**config.mk**
```make
export PLATFORM = sky130hd
export DESIGN_NAME = hamming_serial_rx
export DESIGN_NICKNAME = d
export VERILOG_FILES = /design/src/rtl/hamming_serial_rx.sv
export SDC_FILE = /design/constraint.sdc
export NUM_CORES = 1
export LEC_CHECK = 0
export ABC_AREA = 1
export CORE_MARGIN = 4
export CORE_UTILIZATION = 28
export CTS_CLUSTER_DIAMETER = 40
export DETAILED_ROUTE_END_ITERATION = 6
export HOLD_SLACK_MARGIN = 0.06
export PLACE_DENSITY = 0.54
export SYNTH_ARGS = -nofsm -noshare
export SYNTH_HDL_FRONTEND = slang
export SYNTH_SLANG_ARGS = --single-unit
export TNS_END_PERCENT = 30
```
**constraint.sdc**
```tcl
create_clock -name clk -period 3 [get_ports clk]
set_clock_uncertainty 0.2 [all_clocks]
set_input_delay 0.45 -clock clk [delete_from_list [all_inputs] [get_ports clk]]
set_output_delay 0.45 -clock clk [all_outputs]
set_load 0.02 [all_outputs]
```
**src/rtl/hamming_serial_rx.sv**
```systemverilog
// Serial Hamming(12,8) receiver: shifts in a codeword one bit per cycle, corrects
// single-bit errors, flags syndromes 13..15 and presents the byte on a valid/ready port.
module hamming_serial_rx #(
    parameter int CNT_W = 8
) (
    input  logic             clk,
    input  logic             rst_n,
    input  logic             rx_bit,
    input  logic             rx_valid,
    input  logic             rx_sof,
    output logic             rx_ready,
    output logic [7:0]       data_out,
    output logic             data_valid,
    input  logic             data_ready,
    output logic             corrected,
    output logic             uncorr,
    output logic [3:0]       syndrome,
    output logic [CNT_W-1:0] corr_count,
    output logic [CNT_W-1:0] uncorr_count
);

    typedef enum logic [1:0] {
        SHIFT,
        CHECK,
        HOLD
    } state_t;

    state_t      state;
    state_t      next_state;
    logic        ready_en;
    logic [3:0]  cnt;
    logic [11:0] sreg;
    logic        accept;
    logic [3:0]  syn;
    logic        syn_corr;
    logic        syn_uncorr;
    logic [11:0] fixed;

    // ready_en keeps rx_ready low during the cycle reset is applied
    assign rx_ready = ready_en && (state == SHIFT);
    assign accept   = rx_ready && rx_valid;

    always_ff @(posedge clk) begin
        if (!rst_n) begin
            state <= SHIFT;
        end else begin
            state <= next_state;
        end
    end

    always_comb begin
        next_state = state;
        case (state)
            SHIFT: begin
                if (accept && !rx_sof && cnt == 4'd11) begin
                    next_state = CHECK;
                end
            end
            CHECK: next_state = HOLD;
            HOLD: begin
                if (data_valid && data_ready) begin
                    next_state = SHIFT;
                end
            end
            default: next_state = SHIFT;
        endcase
    end

    // sreg[i] holds codeword position i+1
    always_comb begin
        syn = '0;
        for (int p = 1; p <= 12; p++) begin
            if (sreg[p-1]) begin
                syn = syn ^ 4'(p);
            end
        end
        syn_corr   = (syn != 4'd0) && (syn <= 4'd12);
        syn_uncorr = (syn >= 4'd13);
        fixed      = sreg;
        if (syn_corr) begin
            fixed[syn - 4'd1] = ~sreg[syn - 4'd1];
        end
    end

    always_ff @(posedge clk) begin
        if (!rst_n) begin
            ready_en     <= 1'b0;
            cnt          <= '0;
            sreg         <= '0;
            data_out     <= '0;
            data_valid   <= 1'b0;
            corrected    <= 1'b0;
            uncorr       <= 1'b0;
            syndrome     <= '0;
            corr_count   <= '0;
            uncorr_count <= '0;
        end else begin
            ready_en <= 1'b1;
            case (state)
                SHIFT: begin
                    if (accept) begin
                        if (rx_sof) begin
                            sreg <= {11'b0, rx_bit};
                            cnt  <= 4'd1;
                        end else begin
                            sreg[cnt] <= rx_bit;
                            cnt       <= cnt + 4'd1;
                        end
                    end
                end
                CHECK: begin
                    syndrome   <= syn;
                    corrected  <= syn_corr;
                    uncorr     <= syn_uncorr;
                    data_valid <= 1'b1;
                    data_out   <= {fixed[11], fixed[10], fixed[9], fixed[8],
                                   fixed[6], fixed[5], fixed[4], fixed[2]};
                    if (syn_corr && corr_count != '1) begin
                        corr_count <= corr_count + CNT_W'(1);
                    end
                    if (syn_uncorr && uncorr_count != '1) begin
                        uncorr_count <= uncorr_count + CNT_W'(1);
                    end
                end
                HOLD: begin
                    if (data_valid && data_ready) begin
                        data_valid <= 1'b0;
                        cnt        <= '0;
                    end
                end
                default: ;
            endcase
        end
    end

endmodule

```
==> summary.txt, run 1 <==
Outcome
  • Status: complete, no violations

Logic synthesis
  • Mapped cell area: 3033 sq um
  • YS warnings: 0
  • Post-Syn Nets: 461
  • Number of distinct library cells after synthesis: 35
  • Mean cell area of the mapped netlist: 6.831 sq um
  • Post-synth top area share: 33.00%
  • Register bit total from synthesis: 50
  • Register area share after synthesis: 33.00%
  • Area contributors post-synth: dfxtp_1 33%, nand2_1 14%, inv_1 6.9%
  • Largest area contributor in the netlist: dfxtp_1
  • Gate count after technology mapping: 444

STA
  • Fin. Hold Viols: 0
  • Worst-Margin Slew: just under 0.7 ns
  • Slew margin rel.: 53.53%
  • Minimum clock period: 2.728 ns
  • Highest clock rate: 366.5 MHz
  • Setup TNS: 0 ns
  • Ratio of final minimum period to clock period: between 90% and 100%
  • Fin Hold WS: 0.2716 ns
  • Setup Viol. Count Final: 0
  • Fin worst setup slack: 0.2719 ns
  • Slew Viols, Final: 0
  • RSZ-0062 raised after global routing: no

Worst setup path
  • Cell family with most CP delay: simple AND/OR/NAND/NOR gates
  • Slowest Stage Delay on Critical Path: 0.42 ns
  • Crit path depth: 19
  • Arrival @ worst endpoint: 2.76 ns
  • CP Launch Type: flip-flop
  • Flop-to-flop setup slack: 0.27 ns
  • Crit Path Class: reg2reg
  • Reg2Reg Depth: 19
  • CP cell instances: inv_2, nand2_1, nand2_1, nand2_1, nand2_1, nand2_1, nand3_4, nand2_4, inv_2, ha_1, inv_1, nand2_1, nand2_2, inv_2, nor2_4, nand2_1, nand2_1, nand3_1, a21oi_1
  • Reg2reg end: data_out[6]$_SDFFE_PN0P_
  • CP endpoint kind: flip-flop
  • Maximum fanout along the worst path: 9
  • Worst path required time: about 3.0 ns
  • Worst flop-to-flop path startpoint: sreg[2]$_SDFFE_PN0P_
  • Critical Path Most Common Cell: nand2_1
  • Worst path buffer plus inverter count: 4
  • CP max-delay cell: dfxtp_1

Floorplan
  • Initial Utilization: 29.12%
  • Core area: 10420 sq um
  • Die height: approximately 110 um
  • Die area: about 13000 sq um
  • I/O Pins: 38
  • Row count: 37
  • Die Wd: 112.1 um

Final layout
  • P&R area growth vs syn: 20.92%
  • Fin area: 3667 sq um
  • Core Util, Final: approximately a third
  • Ant diodes: 0
  • Layout cell share with drive strength beyond 1: 12.60%
  • Final net count: 500
  • Final Non-Filler Cells: 620

CTS
  • H-Tree Level Count: 2
  • Clock transition at the registers of the reported paths: 0.10 ns
  • Post-CTS Repair Setup Buffers: 0
  • Clock latency on the worst-skew pair: 0.30 ns
  • Clk sinks: 50
  • Hold buffer count at CTS: 0
  • CTS max path bufs: 2
  • Num CTS Buffers: 5
  • Post-cts sizing count: 0
  • CTS tree: done
  • Root Buffer Master: clkbuf_8

Power and ir drop
  • Psw: about 320 uW
  • Internal Pwr Total: 895.8 uW
  • Pwr Density: ~330 nW/um^2
  • Clk pwr share: 34.9%
  • Combinational Power Share: 9.8%
  • Switching Share: between 20% and 30%
  • VDD IR-drop max: 0.1843 mV
  • Total Power: 1.211 mW
  • Sequential share of power: 55.3%
  • Pleak: 1.454 nW

Placed design
  • Placed insts: between 600 and 700
  • Routability Congestion: 0.8971
  • DP HPWL: approximately 5800 um
  • Cell Area, Placed: 3568 sq um
  • Buffers on Ports: 37
  • Pre-CTS WS: just under 0.3 ns

Global routing
  • GR Util All Layers: 11.99%
  • Vias in the first global route: about 2.8k
  • First-pass GRT wire length: 12740 um
  • Gr busiest metal: met2
  • Met1 global-route usage: 14.68%
  • Initial antenna violation count: 0
  • Largest net degree at the start of global routing: 20
  • Met2 usage: a little over a fifth
  • Met3 track demand over resource: 1.671%
  • Grt total ovfl: 0

Worst hold path
  • Hold crit path type: reg2reg
  • Worst Hold Depth: 2
  • HP Start: uncorr_count[4]$_SDFFE_PN0P_
  • Hold endpoint: uncorr_count[4]$_SDFFE_PN0P_

Detailed routing
  • DRT Pass-1 Iters: 4
  • Antenna Nets Post-Route: 0
  • DRC: 0
  • Vias/cell: 4.584
  • Via Count: 2842
  • Post-DR wirelength/cell: 11.85 um
  • 1st-iter DRT viols: 116
  • Drt total wl: 7346 um

Run
  • Maxcap violations: 0
[cells in the final DEF (no fill, tap or decap), drive strengths merged]
cell type / instances
a211oi: 1
a21oi: 44
a31oi: 1
and2: 1
and3: 1
buf: 5
clkbuf: 6
clkdlybuf4s50: 37
clkinvlp: 1
dfxtp: 50
ha: 11
inv: 67
nand2: 130
nand3: 36
nand3b: 1
nand4: 9
nor2: 33
nor3: 10
nor3b: 1
nor4: 2
o211ai: 4
o21a: 1
o21ai: 26
xnor2: 3
xor2: 3
[flip-flops by register name, summed over array words and instances (netlist names), 2 cells and up]
name and cells:
state 2, uncorr_count 8, syndrome 4, corr_count 8, data_out 8, cnt 4
sreg 12
[synthesized netlist by cell type]
cell type and instances:
dfxtp_1 50, inv_2 8, buf_4 1, and2_1 1, nor3_4 2, a21oi_1 40, and3_1 1, xnor2_1 3
nand2_2 13, nand3_2 6, a21oi_2 4, ha_1 11, nor4_1 2, a211oi_1 1, inv_1 56, inv_4 2
nand3_1 27, nor3b_2 1, o21a_1 1, o21ai_2 1, o21ai_0 21, nor2_1 28, clkbuf_1 8, nor3_1 8
buf_2 1, o21ai_1 4, o211ai_1 4, nand2_4 3, a31oi_1 1, nand2_1 114, xor2_1 3, nor2_4 5
nand3_4 3, nand4_1 9, nand3b_1 1
[per-layer routing]
layer  share of wire (%)  vias up  routed length (um)
li1                    -     1504                   -
met1                  47     1279                3452
met2                  48       45                3536
met3                 2.3       14                 167
met4                 2.6        0                 190
met5                   0        -                   0
[layout make-up]
cell class / instances / area (sq um)
multi-input cells: 318 / 1737
repair buffers: 42 / 407.9
clock buffers: 6 / 82.58
inverters: 66 / 252.7
flip-flops and latches: 50 / 1001
clock inverters: 2 / 16.27
fillers: 1126 / 6749
well taps: 136 / 170.2
[power by group through the flow]
stage / combinational, mW / clock (mW) / sequential (mW)
after detailed placement: 0.118 / 0 / 0.686
after CTS: 0.119 / 0.443 / 0.670
after global routing: 0.134 / 0.468 / 0.671
final: 0.119 / 0.422 / 0.670
after global placement: 0.116 / 0 / 0.685
after floorplan: 0.0870 / 0 / 0.685
[worst max-delay path by stage]
| stage | start | endpoint | slack, ns |
|---|---|---|---|
| after detailed placement | sreg[8]$_SDFFE_PN0P_ | data_out[6]$_SDFFE_PN0P_ | 0.29 |
| after global placement | sreg[6]$_SDFFE_PN0P_ | data_out[1]$_SDFFE_PN0P_ | 0.38 |
| final | sreg[2]$_SDFFE_PN0P_ | data_out[6]$_SDFFE_PN0P_ | 0.27 |
| after global routing | sreg[8]$_SDFFE_PN0P_ | data_out[6]$_SDFFE_PN0P_ | 0.01 |
| after CTS | sreg[2]$_SDFFE_PN0P_ | data_out[6]$_SDFFE_PN0P_ | 0.28 |
| after floorplan | sreg[2]$_SDFFE_PN0P_ | data_out[0]$_SDFFE_PN0P_ | 0.65 |
[kinds of logic after synthesis]
| kind of cell | share of synthesized area, % |
|---|---|
| AO/OA/AOI/OAI | 13.86 |
| buffers and inverters | 9.736 |
| flip-flops | 33.00 |
| XOR/XNOR | 1.733 |
| adder cells (fa/ha/maj) | 4.538 |
| AND/OR/NAND/NOR | 37.13 |
[worst min-delay path, delay by kind of cell, from the launching register on]
family,cells,cell delay [ns]
AOI/OAI and AO/OA,1,0.05
DFF,1,0.34
buffers and inverters,1,0.05
No activity file was read; power rests on OpenSTA's default activity.
==> inputs of run 2 (changes only) <==
- CORE_UTILIZATION: 28 -> 56
- PLACE_DENSITY: 0.54 -> 0.88
==> summary.txt, run 2 (synthesis gave the netlist of run 1 again) <==
Outcome
  • Status: complete, no violations

STA
  • RSZ-0062 raised after global routing: no
  • Worst-Margin Slew: 1.041 ns (+0.3449 ns)
  • Slew Viols, Final: 0 (unchanged)
  • Fin worst setup slack: 0.3024 ns (+0.03060 ns)
  • Setup Viol. Count Final: 0 (unchanged)
  • Ratio of final minimum period to clock period: 89.92% (-1.0 points)
  • Minimum clock period: 2.698 ns (-0.03060 ns)
  • Highest clock rate: 370.7 MHz (+1.1%)
  • Setup TNS: 0 ns (unchanged)
  • Fin. Hold Viols: 0 (unchanged)
  • Slew margin rel.: 30.51% (-23 points)

Global routing
  • GR Util All Layers: 22.87% (+11 points)
  • Largest net degree at the start of global routing: 30 (+50%)
  • Vias in the first global route: 2728 (-3.3%)
  • Grt total ovfl: 0 (unchanged)
  • First-pass GRT wire length: 12030 um (-5.6%)
  • Initial antenna violation count: 0 (unchanged)

Detailed routing
  • Post-DR wirelength/cell: 13.04 um (+10%)
  • 1st-iter DRT viols: 163 (+41%)
  • Antenna Nets Post-Route: 0 (unchanged)
  • DRT Pass-1 Iters: 4 (unchanged)
  • Vias/cell: 5.358 (+17%)
  • Via Count: 2952 (+3.9%)
  • Drt total wl: 7187 um (-2.2%)
  • DRC: 0 (unchanged)

Floorplan
  • Die Wd: 81.59 um (-27%)
  • I/O Pins: 38 (unchanged)
  • Die height: 81.59 um (-27%)
  • Die area: 6657 sq um (-47%)
  • Row count: 26 (-30%)
  • Core area: 5172 sq um (-50%)
  • Initial Utilization: 58.64% (+30 points)

Final layout
  • Final net count: 497 (-0.60%)
  • Layout cell share with drive strength beyond 1: 12.47% (-0.13 points)
  • Commonest non-fill, non-tap cell in the layout: nand2_1
  • Most frequent cells in the layout: 114 x nand2_1, 56 x inv_1, 48 x dfxtp_1
  • P&R area growth vs syn: 17.70%
  • Flip-flop count of the largest register after layout: 12 (unchanged)
  • Largest Register: sreg
  • Ant diodes: 0 (unchanged)

Worst setup path
  • Maximum fanout along the worst path: 9 (unchanged)
  • Worst flop-to-flop path startpoint: sreg[2]$_SDFFE_PN0P_
  • Crit Path Class: reg2reg
  • Flop-to-flop setup slack: 0.30 ns (+0.03 ns)
  • Arrival @ worst endpoint: 2.73 ns (-0.03 ns)
  • Critical Path Most Common Cell: nand2_1
  • Crit. Startpoint: sreg[2]$_SDFFE_PN0P_
  • CP max-delay cell: dfxtp_2
  • Slowest Stage Delay on Critical Path: 0.38 ns (-0.04 ns)
  • Reg2reg end: data_out[4]$_SDFFE_PN0P_
  • Worst path buffer plus inverter count: 4 (unchanged)
  • Reg2Reg Depth: 19 (unchanged)
  • CP Launch Type: flip-flop
  • CP cell instances: inv_2, nand2_1, nand2_1, nand2_1, nand2_1, nand2_1, nand3_4, nand2_4, inv_2, ha_1, inv_1, nand2_1, nand2_4, inv_2, nor2_4, nand2_1, nand2_1, nand3_1, a21oi_1
  • Cell family with most CP delay: simple AND/OR/NAND/NOR gates
  • CP endpoint kind: flip-flop
  • Worst path required time: 3.04 ns (about the same)

Power and ir drop
  • VDD IR-drop max: 0.2018 mV (+9.5%)
  • Pleak: 1.441 nW (-0.90%)
  • Pwr Density: 342.6 nW/um^2 (+3.8%)
  • Total Power: 1.223 mW (+0.99%)

Worst hold path
  • Worst Hold Depth: 2 (unchanged)
  • Hold crit path type: reg2reg
  • HP Start: uncorr_count[4]$_SDFFE_PN0P_
  • Hold endpoint: uncorr_count[4]$_SDFFE_PN0P_

CTS
  • Post-CTS Repair Setup Buffers: 0 (unchanged)
  • Root Buffer Master: clkbuf_8
  • Post-cts sizing count: 0 (unchanged)
  • Clock latency on the worst-skew pair: 0.31 ns (about the same)
  • Num CTS Buffers: 5 (unchanged)
  • H-Tree Level Count: 2 (unchanged)
  • Clock transition at the registers of the reported paths: 0.10 ns (about the same)
  • CTS max path bufs: 2 (unchanged)
  • CTS tree: done
  • Clk sinks: 50 (unchanged)
  • Hold buffer count at CTS: 0 (unchanged)

Placed design
  • Routability Congestion: 0.9169 (+2.2%)
  • Buffers on Ports: 37 (unchanged)
  • Pre-CTS WS: 0.3012 ns (+0.006423 ns)
  • DP HPWL: 5331 um (-7.8%)

Run
  • Maxcap violations: 0 (unchanged)
[run 2: cell count changes in the layout (fill, tap and decap cells not counted), sizes merged]
| cell | change |
|---|---|
| buf | -3 |
[run 2: metrics by stage]
step	hold WS (ns)	area, sq um	instances	util [%]
2_1_floorplan	0.2669	3033	444	-
3_3_place_gp	0.2494	3463	543	66.96
3_5_place_dp	0.2509	3463	543	66.96
4_1_cts	0.2685	3562	551	68.87
5_1_grt	0.3025	3570	551	69.01
6_report	0.2635	3570	551	69.01
[run 2: layer usage]
metal	vias to the layer above	track usage, %	share of wire, %	routed length [um]
met5	-	0	0	0
met4	0	6.645	1.8	131
met3	15	5.592	5.1	369
met2	75	37.87	47	3343
met1	1361	29.54	46	3341
li1	1501	-	-	-
[run 2: cell type report]
class	count	area (sq um)
multi-input combinational	318	1742
fill	426	1603
sequential	50	1003
timing repair buffer	39	385.4
inverter	66	252.7
tap	70	87.58
clock buffer	6	82.58
clock inverter	2	16.27
[run 2: power by group]
part	internal (mW)	switching, mW
Combinational	0.0372	0.0805
Sequential	0.667	0.00324
Clock	0.190	0.245
[run 2: worst max-delay path by stage]
stage | end | slack (ns) | cells past startpoint
after floorplan | data_out[0]$_SDFFE_PN0P_ | 0.65 | 18
after global placement | data_out[4]$_SDFFE_PN0P_ | 0.35 | 19
after detailed placement | data_out[4]$_SDFFE_PN0P_ | 0.30 | 19
after CTS | data_out[4]$_SDFFE_PN0P_ | 0.25 | 19
after global routing | data_out[4]$_SDFFE_PN0P_ | 0.009 | 19
final | data_out[4]$_SDFFE_PN0P_ | 0.30 | 19
[run 2: worst min-delay path: stages (launching register included)]
cell and delay [ns]:
dfxtp_1 0.33, inv_1 0.05, a21oi_1 0.05
==> inputs of run 3 (changes only) <==
- CTS_CLUSTER_SIZE: default -> 25
==> results of run 3 <==
Final layout, timing and power as in run 2 (identical DEF).
